<file path="config.mk">
export PLATFORM = sky130hd
export DESIGN_NAME = program_memory_loader_flat
export DESIGN_NICKNAME = d
export VERILOG_FILES = /design/src/rtl/program_memory_loader_pkg.sv /design/src/rtl/program_memory_loader_if.sv /design/src/rtl/program_memory_loader_word_ram_32x16.sv /design/src/rtl/program_memory_loader.sv /design/src/flat_wrapper.sv
export SDC_FILE = /design/constraint.sdc
export NUM_CORES = 1
export LEC_CHECK = 0
export BUFFER_PORTS_ARGS = -buffer_cell sky130_fd_sc_hd__buf_2
export CAP_MARGIN = 25
export CORE_UTILIZATION = 60
export CTS_CLUSTER_DIAMETER = 100
export DETAILED_ROUTE_END_ITERATION = 12
export GPL_TIMING_DRIVEN = 0
export PLACE_DENSITY = 0.79
export SYNTH_ARGS = -nofsm -noshare
export SYNTH_HDL_FRONTEND = slang
export SYNTH_SLANG_ARGS = --single-unit
</file>
<file path="constraint.sdc">
create_clock -name clock -period 7.2 [get_ports clock]
set_input_delay 0.36 -clock clock [delete_from_list [all_inputs] [get_ports clock]]
set_output_delay 0.36 -clock clock [all_outputs]
set_load 0.1 [all_outputs]
</file>
<file path="src/rtl/program_memory_loader_pkg.sv">
// Shared constants and loader state encodings for the program memory loader.
package program_memory_loader_pkg;

  localparam int PML_DATA_WIDTH = 16;
  localparam int PML_ADDR_WIDTH = 5;
  localparam int PML_DEPTH      = 32;

  typedef enum logic [2:0] {
    LOAD_HI = 3'd0,
    LOAD_LO = 3'd1,
    FILL    = 3'd2,
    RUN     = 3'd3,
    HALTED  = 3'd4
  } loader_state_e;

  // Only the two byte-assembly states take bytes from the stream.
  function automatic logic loader_accepts(loader_state_e s);
    return (s == LOAD_HI) || (s == LOAD_LO);
  endfunction

endpackage

</file>
<file path="src/rtl/program_memory_loader_if.sv">
// Byte-stream load handshake plus the core-side memory port and control flags.
interface program_memory_loader_if #(
  parameter int DATA_WIDTH = 16,
  parameter int ADDR_WIDTH = 5
);
  logic [7:0]            load_byte;
  logic                  load_valid;
  logic                  load_last;
  logic                  load_ready;
  logic [ADDR_WIDTH-1:0] mem_addr;
  logic [DATA_WIDTH-1:0] mem_write_data;
  logic                  mem_write;
  logic [DATA_WIDTH-1:0] mem_read_data;
  logic                  halted;
  logic                  start_execution;
  logic [ADDR_WIDTH:0]   load_count;
  logic                  load_error;

  // The loader/memory side.
  modport slave (
    input  load_byte, load_valid, load_last, mem_addr, mem_write_data, mem_write, halted,
    output load_ready, mem_read_data, start_execution, load_count, load_error
  );

  // The stream source and the core.
  modport master (
    output load_byte, load_valid, load_last, mem_addr, mem_write_data, mem_write, halted,
    input  load_ready, mem_read_data, start_execution, load_count, load_error
  );
endinterface

</file>
<file path="src/rtl/program_memory_loader_word_ram_32x16.sv">
// Single-write-port word RAM: synchronous write, asynchronous read.
module word_ram_32x16 #(
  parameter int DATA_WIDTH = 16,
  parameter int ADDR_WIDTH = 5
) (
  input  logic                  clock,
  input  logic                  we_i,
  input  logic [ADDR_WIDTH-1:0] waddr_i,
  input  logic [DATA_WIDTH-1:0] wdata_i,
  input  logic [ADDR_WIDTH-1:0] raddr_i,
  output logic [DATA_WIDTH-1:0] rdata_o
);
  localparam int DEPTH = 2 ** ADDR_WIDTH;

  logic [DATA_WIDTH-1:0] mem [DEPTH];

  // Write on the edge; contents are deliberately not reset.
  always_ff @(posedge clock) begin
    if (we_i) mem[waddr_i] <= wdata_i;
  end

  // Zero-latency read; a same-cycle write is only visible after the edge.
  assign rdata_o = mem[raddr_i];
endmodule

</file>
<file path="src/rtl/program_memory_loader.sv">
// Loads a big-endian byte stream into the unified memory, zero-fills the rest,
// then releases the core and serves its memory port until it halts.
module program_memory_loader
  import program_memory_loader_pkg::*;
#(
  parameter int DATA_WIDTH = PML_DATA_WIDTH,
  parameter int ADDR_WIDTH = PML_ADDR_WIDTH,
  parameter int DEPTH      = PML_DEPTH
) (
  input  logic                     clock,
  input  logic                     reset,
  program_memory_loader_if.slave   bus
);
  localparam logic [ADDR_WIDTH:0] ONE_C   = {{ADDR_WIDTH{1'b0}}, 1'b1};
  localparam logic [ADDR_WIDTH:0] DEPTH_C = DEPTH[ADDR_WIDTH:0];
  localparam logic [ADDR_WIDTH:0] LAST_C  = DEPTH_C - ONE_C;

  loader_state_e         state_q;
  logic [ADDR_WIDTH:0]   ptr_q;
  logic [ADDR_WIDTH:0]   count_q;
  logic                  ready_q;
  logic                  start_q;
  logic                  error_q;
  logic [7:0]            hi_q;

  logic                  xfer;
  logic                  ram_we;
  logic [ADDR_WIDTH-1:0] ram_waddr;
  logic [DATA_WIDTH-1:0] ram_wdata;

  function automatic logic [ADDR_WIDTH:0] sat_inc(input logic [ADDR_WIDTH:0] v);
    return (v == DEPTH_C) ? v : v + ONE_C;
  endfunction

  assign xfer = bus.load_valid & ready_q;

  // Single RAM write port, owned by the loader or the core depending on state.
  always_comb begin
    ram_we    = 1'b0;
    ram_waddr = ptr_q[ADDR_WIDTH-1:0];
    ram_wdata = '0;
    case (state_q)
      LOAD_HI: if (xfer && bus.load_last) begin
        ram_we    = 1'b1;
        ram_wdata = {bus.load_byte, 8'h00};
      end
      LOAD_LO: if (xfer) begin
        ram_we    = 1'b1;
        ram_wdata = {hi_q, bus.load_byte};
      end
      FILL:    ram_we = (ptr_q != DEPTH_C);
      RUN: if (bus.mem_write) begin
        ram_we    = 1'b1;
        ram_waddr = bus.mem_addr;
        ram_wdata = bus.mem_write_data;
      end
      default: ;
    endcase
  end

  // Loader sequencing with registered handshake and control outputs.
  always_ff @(posedge clock) begin
    if (reset) begin
      state_q <= LOAD_HI;
      ptr_q   <= '0;
      count_q <= '0;
      ready_q <= 1'b1;
      start_q <= 1'b0;
      error_q <= 1'b0;
      hi_q    <= '0;
    end else begin
      case (state_q)
        LOAD_HI: if (xfer) begin
          hi_q <= bus.load_byte;
          if (bus.load_last) begin
            // Odd-length stream: the lone high byte becomes a padded word.
            ptr_q   <= ptr_q + ONE_C;
            count_q <= sat_inc(count_q);
            error_q <= 1'b1;
            state_q <= FILL;
            ready_q <= loader_accepts(FILL);
          end else begin
            state_q <= LOAD_LO;
          end
        end
        LOAD_LO: if (xfer) begin
          ptr_q   <= ptr_q + ONE_C;
          count_q <= sat_inc(count_q);
          if (bus.load_last) begin
            state_q <= FILL;
            ready_q <= loader_accepts(FILL);
          end else if (ptr_q == LAST_C) begin
            // Memory full without a terminating byte.
            error_q <= 1'b1;
            state_q <= FILL;
            ready_q <= loader_accepts(FILL);
          end else begin
            state_q <= LOAD_HI;
          end
        end
        FILL: begin
          if (ptr_q == DEPTH_C) begin
            state_q <= RUN;
          end else begin
            ptr_q <= ptr_q + ONE_C;
            if (ptr_q == LAST_C) state_q <= RUN;
          end
        end
        RUN: begin
          if (bus.halted) begin
            state_q <= HALTED;
            start_q <= 1'b0;
          end else begin
            start_q <= 1'b1;
          end
        end
        HALTED: begin
          start_q <= 1'b0;
          ready_q <= 1'b0;
        end
        default: begin
          state_q <= HALTED;
          start_q <= 1'b0;
          ready_q <= 1'b0;
        end
      endcase
    end
  end

  word_ram_32x16 #(
    .DATA_WIDTH(DATA_WIDTH),
    .ADDR_WIDTH(ADDR_WIDTH)
  ) u_ram (
    .clock   (clock),
    .we_i    (ram_we),
    .waddr_i (ram_waddr),
    .wdata_i (ram_wdata),
    .raddr_i (bus.mem_addr),
    .rdata_o (bus.mem_read_data)
  );

  assign bus.load_ready      = ready_q;
  assign bus.start_execution = start_q;
  assign bus.load_count      = count_q;
  assign bus.load_error      = error_q;
endmodule

</file>
<file path="src/flat_wrapper.sv">
// flat-port wrapper written by rule: the top's interface ports become plain ports
module program_memory_loader_flat import program_memory_loader_pkg::*;
#(
  parameter int DATA_WIDTH = PML_DATA_WIDTH,
  parameter int ADDR_WIDTH = PML_ADDR_WIDTH,
  parameter int DEPTH      = PML_DEPTH
)
  (clock, reset, bus_load_byte, bus_load_valid, bus_load_last, bus_mem_addr, bus_mem_write_data, bus_mem_write, bus_halted, bus_load_ready, bus_mem_read_data, bus_start_execution, bus_load_count, bus_load_error);
  program_memory_loader_if #(.DATA_WIDTH(DATA_WIDTH), .ADDR_WIDTH(ADDR_WIDTH)) bus_i ();
  input  logic clock;
  input  logic reset;
  input wire logic [$bits(bus_i.load_byte)-1:0] bus_load_byte;
  input wire logic [$bits(bus_i.load_valid)-1:0] bus_load_valid;
  input wire logic [$bits(bus_i.load_last)-1:0] bus_load_last;
  input wire logic [$bits(bus_i.mem_addr)-1:0] bus_mem_addr;
  input wire logic [$bits(bus_i.mem_write_data)-1:0] bus_mem_write_data;
  input wire logic [$bits(bus_i.mem_write)-1:0] bus_mem_write;
  input wire logic [$bits(bus_i.halted)-1:0] bus_halted;
  output wire logic [$bits(bus_i.load_ready)-1:0] bus_load_ready;
  output wire logic [$bits(bus_i.mem_read_data)-1:0] bus_mem_read_data;
  output wire logic [$bits(bus_i.start_execution)-1:0] bus_start_execution;
  output wire logic [$bits(bus_i.load_count)-1:0] bus_load_count;
  output wire logic [$bits(bus_i.load_error)-1:0] bus_load_error;
  assign bus_i.load_byte = bus_load_byte;
  assign bus_i.load_valid = bus_load_valid;
  assign bus_i.load_last = bus_load_last;
  assign bus_i.mem_addr = bus_mem_addr;
  assign bus_i.mem_write_data = bus_mem_write_data;
  assign bus_i.mem_write = bus_mem_write;
  assign bus_i.halted = bus_halted;
  assign bus_load_ready = bus_i.load_ready;
  assign bus_mem_read_data = bus_i.mem_read_data;
  assign bus_start_execution = bus_i.start_execution;
  assign bus_load_count = bus_i.load_count;
  assign bus_load_error = bus_i.load_error;
  program_memory_loader #(.DATA_WIDTH(DATA_WIDTH), .ADDR_WIDTH(ADDR_WIDTH), .DEPTH(DEPTH)) u_core (.clock(clock), .reset(reset), .bus(bus_i));
endmodule
</file>
Yosys cells after proc, flatten, opt, wreduce, memory -nomap -nowiden
Memories as Yosys holds them, arrays and structs flattened. Index checks and enable logic that the tools add are counted.

Bitwise operators: 3. Equality and inequality tests: 17. Mux-type cells: 45. Reduce and logical (&&, ||, !) cells: 12. Add/sub/neg operators: 2.

Operator list (count): 16-bit 2-to-1 mux (3); 6-bit 2-to-1 mux (8); 16-bit one-hot mux with 3 select lines (1); 3-bit 2-to-1 mux (6); 6-bit one-hot mux with 3 select lines (1); 1-bit 2-to-1 mux (16); 3-bit one-hot mux with 5 select lines (1); 5-bit AND reduction (3); 6-bit by 1-bit adder with 6-bit output (second input constant) (2); 6-bit equality test (second input constant) (2); 6-bit one-hot mux with 2 select lines (1); 5-bit 2-to-1 mux (2); 2-bit inequality test (second input constant) (4); 3-bit by 2-bit equality test with 1-bit output (second input constant) (2); 6-bit by 5-bit equality test with 1-bit output (second input constant) (1); 2-bit by 1-bit inequality test with 1-bit output (second input constant) (3); 6-bit inequality test (second input constant) (1); 6-bit AND reduction (1); 2-bit 2-to-1 mux (2); 1-bit one-hot mux with 2 select lines (2); 1-bit one-hot mux with 4 select lines (1); 4-bit AND reduction (1); 3-bit by 1-bit equality test with 1-bit output (second input constant) (1); 3-bit equality test (second input constant) (1); other kinds (12) (13).

Bits of input ports: 35. Memory bits (writable): 512. Output and inout bits: 25. Bits in registers: 26. Memories: 1.

Memories: u_core.u_ram.mem (depth 32, bits a word 16, read ports 1, clocked after Yosys merged registers in 0, write ports 1, line program_memory_loader_word_ram_32x16.sv:15) `logic [DATA_WIDTH-1:0] mem [DEPTH];`.

Depth between registers and ports, before layout
Gate-level depths: netlist of run 1.

Depth in word-level cells: 6. Gate-level depth with buffers: 7. Mapped depth without buffers: 6.

Modules after synthesis
From an unflattened synthesis of run 1, not the netlist that was laid out.

Cell total of the unflattened synthesis: 1308. Area total of the unflattened synthesis: 21794.7 um2.

Modules (own cells, without submodules): word_ram_32x16 (area each 20214.4 um2, cells an instance 1127, instances 1, sequential area each 15374.7 um2); program_memory_loader (area each 1580.3 um2, cells an instance 181, instances 1, sequential area each 520.5 um2).

Worst setup path before layout of run 1
OpenSTA, ideal clock, no wires.

Path kind: input port to output port. From: in bus_mem_addr[2]. To: out bus_mem_read_data[10]. Stages: 7. Setup slack: 2624 ps. Required time: 6840 ps. Path buffers: 3. Arrival: 4216 ps. Cells stage by stage: clkbuf_1 -> nand2b_1 -> or2_2 -> clkbuf_1 -> clkbuf_1 -> o22ai_1 -> nor4_1.

Word-level cells in the longest chain between the ends: 1.

Ends and longest elaborated chain: from (decl) (line flat_wrapper.sv:15) `input wire logic [$bits(bus_i.mem_addr)-1:0] bus_mem_addr;`; memory 32 x 16 bit; to (decl) (line flat_wrapper.sv:20) `output wire logic [$bits(bus_i.mem_read_data)-1:0] bus_mem_read_data;`.

No other way between the ends.

Final worst setup path of run 1
From: in bus_mem_addr[2]. To: out bus_mem_read_data[14].

Same word-level chain as after synthesis.

==> impl_metrics.py, run 1 <==
metrics = {
    "clock_tree": {
        "cts_buffers": 52,
        "cts.htree.levels": 2,
        "postCtsSetupBuffers": 0,
        "postCtsHoldBufs": 0,
        "post_cts_resize_count": 0,
        "cts.sink_count": 538,
        "cts_tree": "done",
        "clk_pin_slew_ns": 0.07,
        "clk_latency_ns": 0.57,
        "root_buffer": "clkbuf_16",
        "clock_path_buffers": 3,
    },
    "finish": {
        "multi_input_area_um2": 4720,
        "syn2layout_area_growth_pct": 14.94,
        "register_area_um2": 15900,
        "finish.net_count": 1199,
        "num-fill-cells": 1989,
        "fin_util_pct": 70.85,
        "final_cells": 1650,
        "drive_gt1_share_pct": 30.06,
    },
    "grt": {
        "antenna_found_initial": 1,
        "grt_max_degree": 33,
        "grt_busiest_layer": "met2",
        "grt_pass1_wl_um": 74830,
        "gr-total-overflow": 0,
        "gr-usage-met3_pct": 5.215,
        "grtUsageMet1_pct": 41.75,
        "grt_use_met2_pct": 48.52,
        "grt_usage_pct": 29.93,
        "grt_pass1_vias": 11138,
    },
    "die": {
        "pin_count": 60,
        "dieHeight_um": 188.5,
        "die-width_um": 188.5,
        "num_rows": 67,
        "coreArea_um2": 33870,
        "floorplan.initialDensity_pct": 61.64,
        "dieArea_um2": 35540,
    },
    "sta": {
        "holdWs_ns": 0.05931,
        "skew_ns": 0.02312,
        "min_period_ns": 3.583,
        "slew-limit-headroom_pct": 30.84,
        "finalCritPeriodShare_pct": 49.76,
        "setup_tns_ns": 0,
        "setup-violations-final": 0,
        "max_freq_ghz": 0.2791,
        "hold_viol_final": 0,
        "worst_slew_pin_slew_ns": 1.032,
        "drv_slew": 0,
        "rsz0062_at_grt": "false",
    },
    "synth": {
        "yosysMostFrequentCell": "edfxtp_1",
        "asyncSetResetFlopFracSynth_pct": 0,
        "synth_ff_type": "edfxtp_1",
        "yosysWarnings": 0,
        "synth_area_um2": 20880,
        "synthTopCellsByCount": "edfxtp_1 (512), mux4_2 (128), o22ai_1 (64)",
        "synth_cell_type_count": 54,
        "syn-num-nets": 1057,
        "syn_area_per_cell_um2": 20.51,
        "synth_area_leader_cell": "edfxtp_1",
        "synthCells": 1018,
        "synth_top_area_share_pct": 73.65,
        "synthTopCellsByArea": "edfxtp_1 (74%), mux4_2 (14%), dfxtp_1 (2.5%)",
        "ys_seq_area_share_pct": 76.14,
        "synth_enable_flop_cells": 512,
        "synth_seq_cells": 538,
    },
    "power": {
        "combPwrFrac_pct": 7.4,
        "p_switching_w": 0.001460,
        "internal-power_w": 0.005056,
        "vdd_drop_max_v": 0.0002398,
        "switching_share_pct": 22.41,
        "power.share.sequential_pct": 53.2,
        "power.static_leakage_nw": 7.381,
        "p_per_area_nw_per_um2": 271.6,
        "clockPowerShare_pct": 39.4,
    },
    "route": {
        "routedWlPerCell_um": 31.55,
        "drt-pass1-iter-count": 6,
        "wl_um": 52050,
        "viasPerCell": 6.870,
        "num_vias": 11335,
        "drtAntennaViolNets": 0,
        "drc": 0,
        "first_iter_violations": 1478,
    },
    "outcome": {
        "status": "completed",
    },
    "critical_path": {
        "crit_start": "bus_mem_addr[2]",
        "reg2reg_from": "u_core.state_q[0]$_SDFFE_PP0P_",
        "r2r.worst_path.cells": 8,
        "cp-start-kind": "input pin",
        "cp.depth": 7,
        "cpMaxStageDelayCell": "nor4_1",
        "crit_end": "bus_mem_read_data[14]",
        "critPathRequiredTime_ns": 6.84,
        "arrival_ns": 3.22,
        "cp_top_family": "buffers and inverters",
        "path_cells": "clkbuf_1 > or3_1 > clkbuf_1 > clkbuf_1 > o22ai_1 > nor4_1 > buf_2",
        "worstSetupPathType": "input pin to primary output",
        "crit_path_max_fanout": 10,
        "critPathMostFrequentCell": "clkbuf_1",
        "endpoint_kind": "primary output",
        "critPathMaxStageDelay_ns": 0.63,
        "path_buf_inv": 4,
        "rrSetupSlack_ns": 3.88,
        "reg2reg_to": "u_core.u_ram.mem[4][6]$_DFFE_PP_",
    },
    "placed_design": {
        "placed_cells": 1549,
        "portBuffers": 55,
        "hpwl_um": 33030,
        "gp_congestion": 0.8281,
    },
    "flow_run": {
        "drv_cap": 0,
    },
    "worst_hold_path": {
        "holdPathStages": 3,
        "hold_path.class": "input pin to register",
    },
}
[worst min-delay path by stage]
stage / startpoint / end / slack, ns
3_3_place_gp: u_core.bus.load_error$_SDFFE_PP0P_ / u_core.bus.load_error$_SDFFE_PP0P_ / 0.45
4_1_cts: bus_load_byte[6] / u_core.hi_q[6]$_SDFFE_PP0P_ / 0.05
5_1_grt: bus_load_byte[6] / u_core.hi_q[6]$_SDFFE_PP0P_ / 0.05
6_report: bus_load_byte[6] / u_core.hi_q[6]$_SDFFE_PP0P_ / 0.06
2_1_floorplan: u_core.hi_q[0]$_SDFFE_PP0P_ / u_core.hi_q[0]$_SDFFE_PP0P_ / 0.45
3_5_place_dp: u_core.bus.load_error$_SDFFE_PP0P_ / u_core.bus.load_error$_SDFFE_PP0P_ / 0.46
[routing by layer]
| metal | vias to the layer above | routed length (um) |
|---|---|---|
| met4 | 0 | 1743 |
| met2 | 772 | 26000 |
| met3 | 125 | 5226 |
| li1 | 4578 | - |
| met1 | 5860 | 19080 |
| met5 | - | 0 |
[placed cells by master, fill, tap and decap left out, types with 7 or more instances in the layout]
master     netlist  routed
buf_2           18      73
dfxtp_1         26      26
clkbuf_16        0      53
edfxtp_1       512     512
clkinv_1         0      15
o21ai_0         12      12
buf_1            9       9
nand2_1         25      25
nor3_2           0       8
mux4_2         128     128
nor4_1          18      18
inv_1           19      19
a222oi_1         8       8
o22ai_1         64      64
buf_8            0       9
buf_4            8       8
a22o_1           8       8
a21oi_1         16      16
nor2_2           1      25
buf_16           0      11
clkbuf_1        22      36
mux2_2           7       7
buf_6            2      14
nor2_1          37      13
[cell families after synthesis]
group,share of synthesized area (%)
AOI/OAI and AO/OA,4.196
buffers and inverters,1.726
and+or+nand+nor,3.093
DFF,76.14
xor gates and xnor gates,0.1259
adders and majority gates,0.2398
muxes,14.47
[through the flow]
stage                     setup slack [ns]  power, W  cell area, um^2
after floorplan                      2.624  0.003835            20880
after global placement               2.925  0.003959            21710
after detailed placement             3.779  0.003998            22300
after global routing                 3.582  0.006675            23990
final                                3.617  0.006516            23990
after CTS                            3.739  0.006518            23890
[worst min-delay path, cell delays in order]
cell     delay (ns)
buf_2          0.12
nand2_1        0.06
a21oi_1        0.05
[state kept, by name, summed over array words and instances (netlist names)]
register,count
u_core.bus.load_ready,1
u_core.ptr_q,6
u_core.state_q,3
u_core.bus.load_count,6
u_core.bus.load_error,1
u_core.bus.start_execution,1
u_core.u_ram.mem,512
u_core.hi_q,8
[power groups by stage]
stage	registers, W	clock network [W]	logic (W)
5_1_grt	0.00347	0.00271	0.000501
3_3_place_gp	0.00353	0	0.000427
6_report	0.00347	0.00257	0.000483
2_1_floorplan	0.00354	0	0.000292
4_1_cts	0.00347	0.00258	0.000472
3_5_place_dp	0.00353	0	0.000466
[area by class of cell]
cell class / count / share of cell area [%]
sequential: 538 / 66.25
multi-input combinational: 402 / 19.67
clock buffer: 67 / 5.746
timing repair buffer: 88 / 3.619
tap: 448 / 2.336
buffer: 59 / 1.205
clock inverter: 28 / 0.8708
inverter: 19 / 0.2972
antenna: 1 / 0.01043
Power figures use the tool's default switching activity.
==> inputs of run 2 (changes only) <==
--- a/config.mk
+++ b/config.mk
@@ -7,11 +7,11 @@
 export LEC_CHECK = 0
 export BUFFER_PORTS_ARGS = -buffer_cell sky130_fd_sc_hd__buf_2
 export CAP_MARGIN = 25
-export CORE_UTILIZATION = 60
+export CORE_UTILIZATION = 56
 export CTS_CLUSTER_DIAMETER = 100
 export DETAILED_ROUTE_END_ITERATION = 12
 export GPL_TIMING_DRIVEN = 0
-export PLACE_DENSITY = 0.79
+export PLACE_DENSITY = 0.78
 export SYNTH_ARGS = -nofsm -noshare
 export SYNTH_HDL_FRONTEND = slang
 export SYNTH_SLANG_ARGS = --single-unit
==> constraint.sdc (replaced) <==
create_clock -name clock -period 3 [get_ports clock]
set_input_delay 0.15 -clock clock [delete_from_list [all_inputs] [get_ports clock]]
set_output_delay 0.15 -clock clock [all_outputs]
set_load 0.1 [all_outputs]
==> impl_metrics.py, run 2 (synthesized netlist as in run 1, its figures left out) <==
metrics = {
    "flow_run": {
        "drv_cap": 0,
    },
    "critical_path": {
        "reg2reg_to": "u_core.u_ram.mem[16][2]$_DFFE_PP_",
        "critPathRequiredTime_ns": 3.27,
        "crit_path_max_fanout": 10,
        "cp-start-kind": "register",
        "reg2reg_from": "u_core.state_q[0]$_SDFFE_PP0P_",
        "r2r.worst_path.cells": 8,
        "rrSetupSlack_ns": -0.07,
        "worstSetupPathType": "register to register",
        "endpoint_kind": "register",
        "arrival_ns": 3.34,
    },
    "power": {
        "power.share.sequential_pct": 52.9,
        "power.static_leakage_nw": 7.488,
        "combPwrFrac_pct": 7.6,
        "vdd_drop_max_v": 0.0005549,
        "internal-power_w": 0.01213,
        "p_total_w": 0.01572,
        "switching_share_pct": 22.89,
        "clockPowerShare_pct": 39.5,
        "p_switching_w": 0.003599,
        "p_per_area_nw_per_um2": 645.1,
    },
    "sta": {
        "finalCritPeriodShare_pct": 102.5,
        "worst_slew_pin_slew_ns": 0.9843,
        "slew-limit-headroom_pct": 34.31,
        "hold_viol_final": 0,
        "max_freq_ghz": 0.3253,
        "setup_slack_ns": -0.07380,
        "drv_slew": 0,
        "min_period_ns": 3.074,
        "rsz0062_at_grt": "true",
        "setup_tns_ns": -3.629,
        "setup-violations-final": 81,
        "skew_ns": 0.01755,
    },
    "finish": {
        "num_antenna_cells": 0,
        "syn2layout_area_growth_pct": 16.76,
        "largest_reg_flops": 512,
        "layout_common_cells": "edfxtp_1 (512), mux4_2 (128), buf_2 (73)",
        "reg.largest.list": "u_core.u_ram.mem x512, u_core.hi_q x8",
        "final_common_cell": "edfxtp_1",
        "finish.net_count": 1213,
        "top_register": "u_core.u_ram.mem",
        "stdcell_area_um2": 24370,
        "fin_util_pct": 66.58,
        "final_cells": 1686,
        "drive_gt1_share_pct": 31.44,
    },
    "die": {
        "num_rows": 70,
        "coreArea_um2": 36610,
        "dieHeight_um": 195.1,
        "floorplan.initialDensity_pct": 57.02,
        "die-width_um": 195.1,
        "pin_count": 60,
        "dieArea_um2": 38050,
    },
    "worst_hold_path": {
        "hold_path.class": "input pin to register",
        "hold_start": "bus_mem_write_data[11]",
        "hold_end": "u_core.u_ram.mem[14][11]$_DFFE_PP_",
        "holdPathStages": 3,
    },
    "clock_tree": {
        "cts.htree.levels": 2,
        "cts_buffers": 52,
        "root_buffer": "clkbuf_16",
        "cts_tree": "done",
        "cts.sink_count": 538,
        "clock_path_buffers": 3,
        "clk_latency_ns": 0.58,
        "clk_pin_slew_ns": 0.06,
    },
    "route": {
        "first_iter_violations": 1390,
        "wl_met2_um": 24410,
        "highest_layer": "met4",
        "drt-pass1-iter-count": 6,
        "viasPerCell": 6.710,
        "wl_met3_um": 4906,
        "drt-met1-wl_um": 18730,
        "routedWlPerCell_um": 29.51,
        "drc": 0,
        "wl_um": 49750,
        "drtAntennaViolNets": 0,
        "num_vias": 11313,
    },
    "placed_design": {
        "placed_cells": 1565,
        "hpwl_um": 31820,
        "place_area_um2": 22360,
        "gp_congestion": 0.9465,
        "portBuffers": 55,
    },
    "grt": {
        "grt_pass1_wl_um": 72190,
        "grt_max_degree": 33,
        "gr-total-overflow": 0,
        "grt_usage_pct": 26.42,
        "antenna_found_initial": 0,
        "grt_pass1_vias": 11081,
    },
    "outcome": {
        "failed_checks": "setup timing",
        "status": "complete, but fails checks",
    },
}
-- run 2: cell types whose count changed in the layout (fill, tap and decap cells not counted), sizes merged --
cell / change
dlygate4sd3: +13
diode: -1
clkinvlp: +3
clkinv: +6
clkbuf: -5
-- run 2: worst max path at each step --
| stage | from | endpoint | slack [ns] | cells after the start |
|---|---|---|---|---|
| after floorplan | u_core.bus.load_ready$_SDFFE_PP1P_ | u_core.u_ram.mem[0][0]$_DFFE_PP_ | -0.37 | 5 |
| after global placement | u_core.state_q[0]$_SDFFE_PP0P_ | u_core.u_ram.mem[24][7]$_DFFE_PP_ | -1.15 | 7 |
| after detailed placement | u_core.state_q[0]$_SDFFE_PP0P_ | u_core.u_ram.mem[6][8]$_DFFE_PP_ | -0.05 | 6 |
| after CTS | u_core.state_q[0]$_SDFFE_PP0P_ | u_core.u_ram.mem[6][13]$_DFFE_PP_ | -0.08 | 6 |
| after global routing | u_core.state_q[0]$_SDFFE_PP0P_ | u_core.u_ram.mem[25][12]$_DFFE_PP_ | -0.24 | 7 |
| final | u_core.state_q[0]$_SDFFE_PP0P_ | u_core.u_ram.mem[16][2]$_DFFE_PP_ | -0.07 | 8 |
-- run 2: power by group through the flow --
stage                     Combinational [W]  Clock, W  Sequential [W]
after floorplan                    0.000719         0         0.00850
after global routing                0.00124   0.00653         0.00832
after CTS                           0.00115   0.00625         0.00832
after detailed placement            0.00113         0         0.00848
final                               0.00119   0.00622         0.00831
after global placement              0.00105         0         0.00848
-- run 2: layout make-up --
cell class	count	area, um^2
Tap cell	468	585.6
Inverter	19	71.32
Buffer	59	290.3
Sequential cell	538	15900
Timing Repair Buffer	102	1025
Fill cell	2283	12240
Multi-Input combinational cell	402	4887
Clock inverter	37	285.3
Clock buffer	61	1335
-- run 2: through the flow --
| step | setup WS, ns | hold WS, ns |
|---|---|---|
| after global routing | -0.2417 | 0.09893 |
| after CTS | -0.07868 | 0.2216 |
| after detailed placement | -0.04906 | 0.4349 |
| after floorplan | -0.3739 | 0.2860 |
| final | -0.07380 | 0.1209 |
| after global placement | -1.147 | 0.4196 |
-- run 2: repair_timing --
| item | in CTS | in global routing |
|---|---|---|
| setup buffers | 0 | 3 |
| setup endpoints to repair | 197 | 356 |
| hold buffers | 13 | 0 |
| hold endpoints to repair | 14 | 0 |
| gates cloned | 0 | 0 |
| resized for setup | 0 | 16 |
-- run 2: metal layers --
layer | track usage [%] | vias to the layer above
li1 | - | 4617
met1 | 36.76 | 5861
met2 | 42.65 | 725
met3 | 4.784 | 110
met4 | 9.303 | 0
met5 | 0 | -
-- run 2: critical path, cell delays in order (launching register included) --
cell	delay (ns)
dfxtp_1	0.30
buf_2	0.18
and4b_1	0.27
buf_4	0.21
buf_2	0.29
mux2i_1	0.30
nand2_1	0.26
nor3_2	0.71
buf_8	0.23
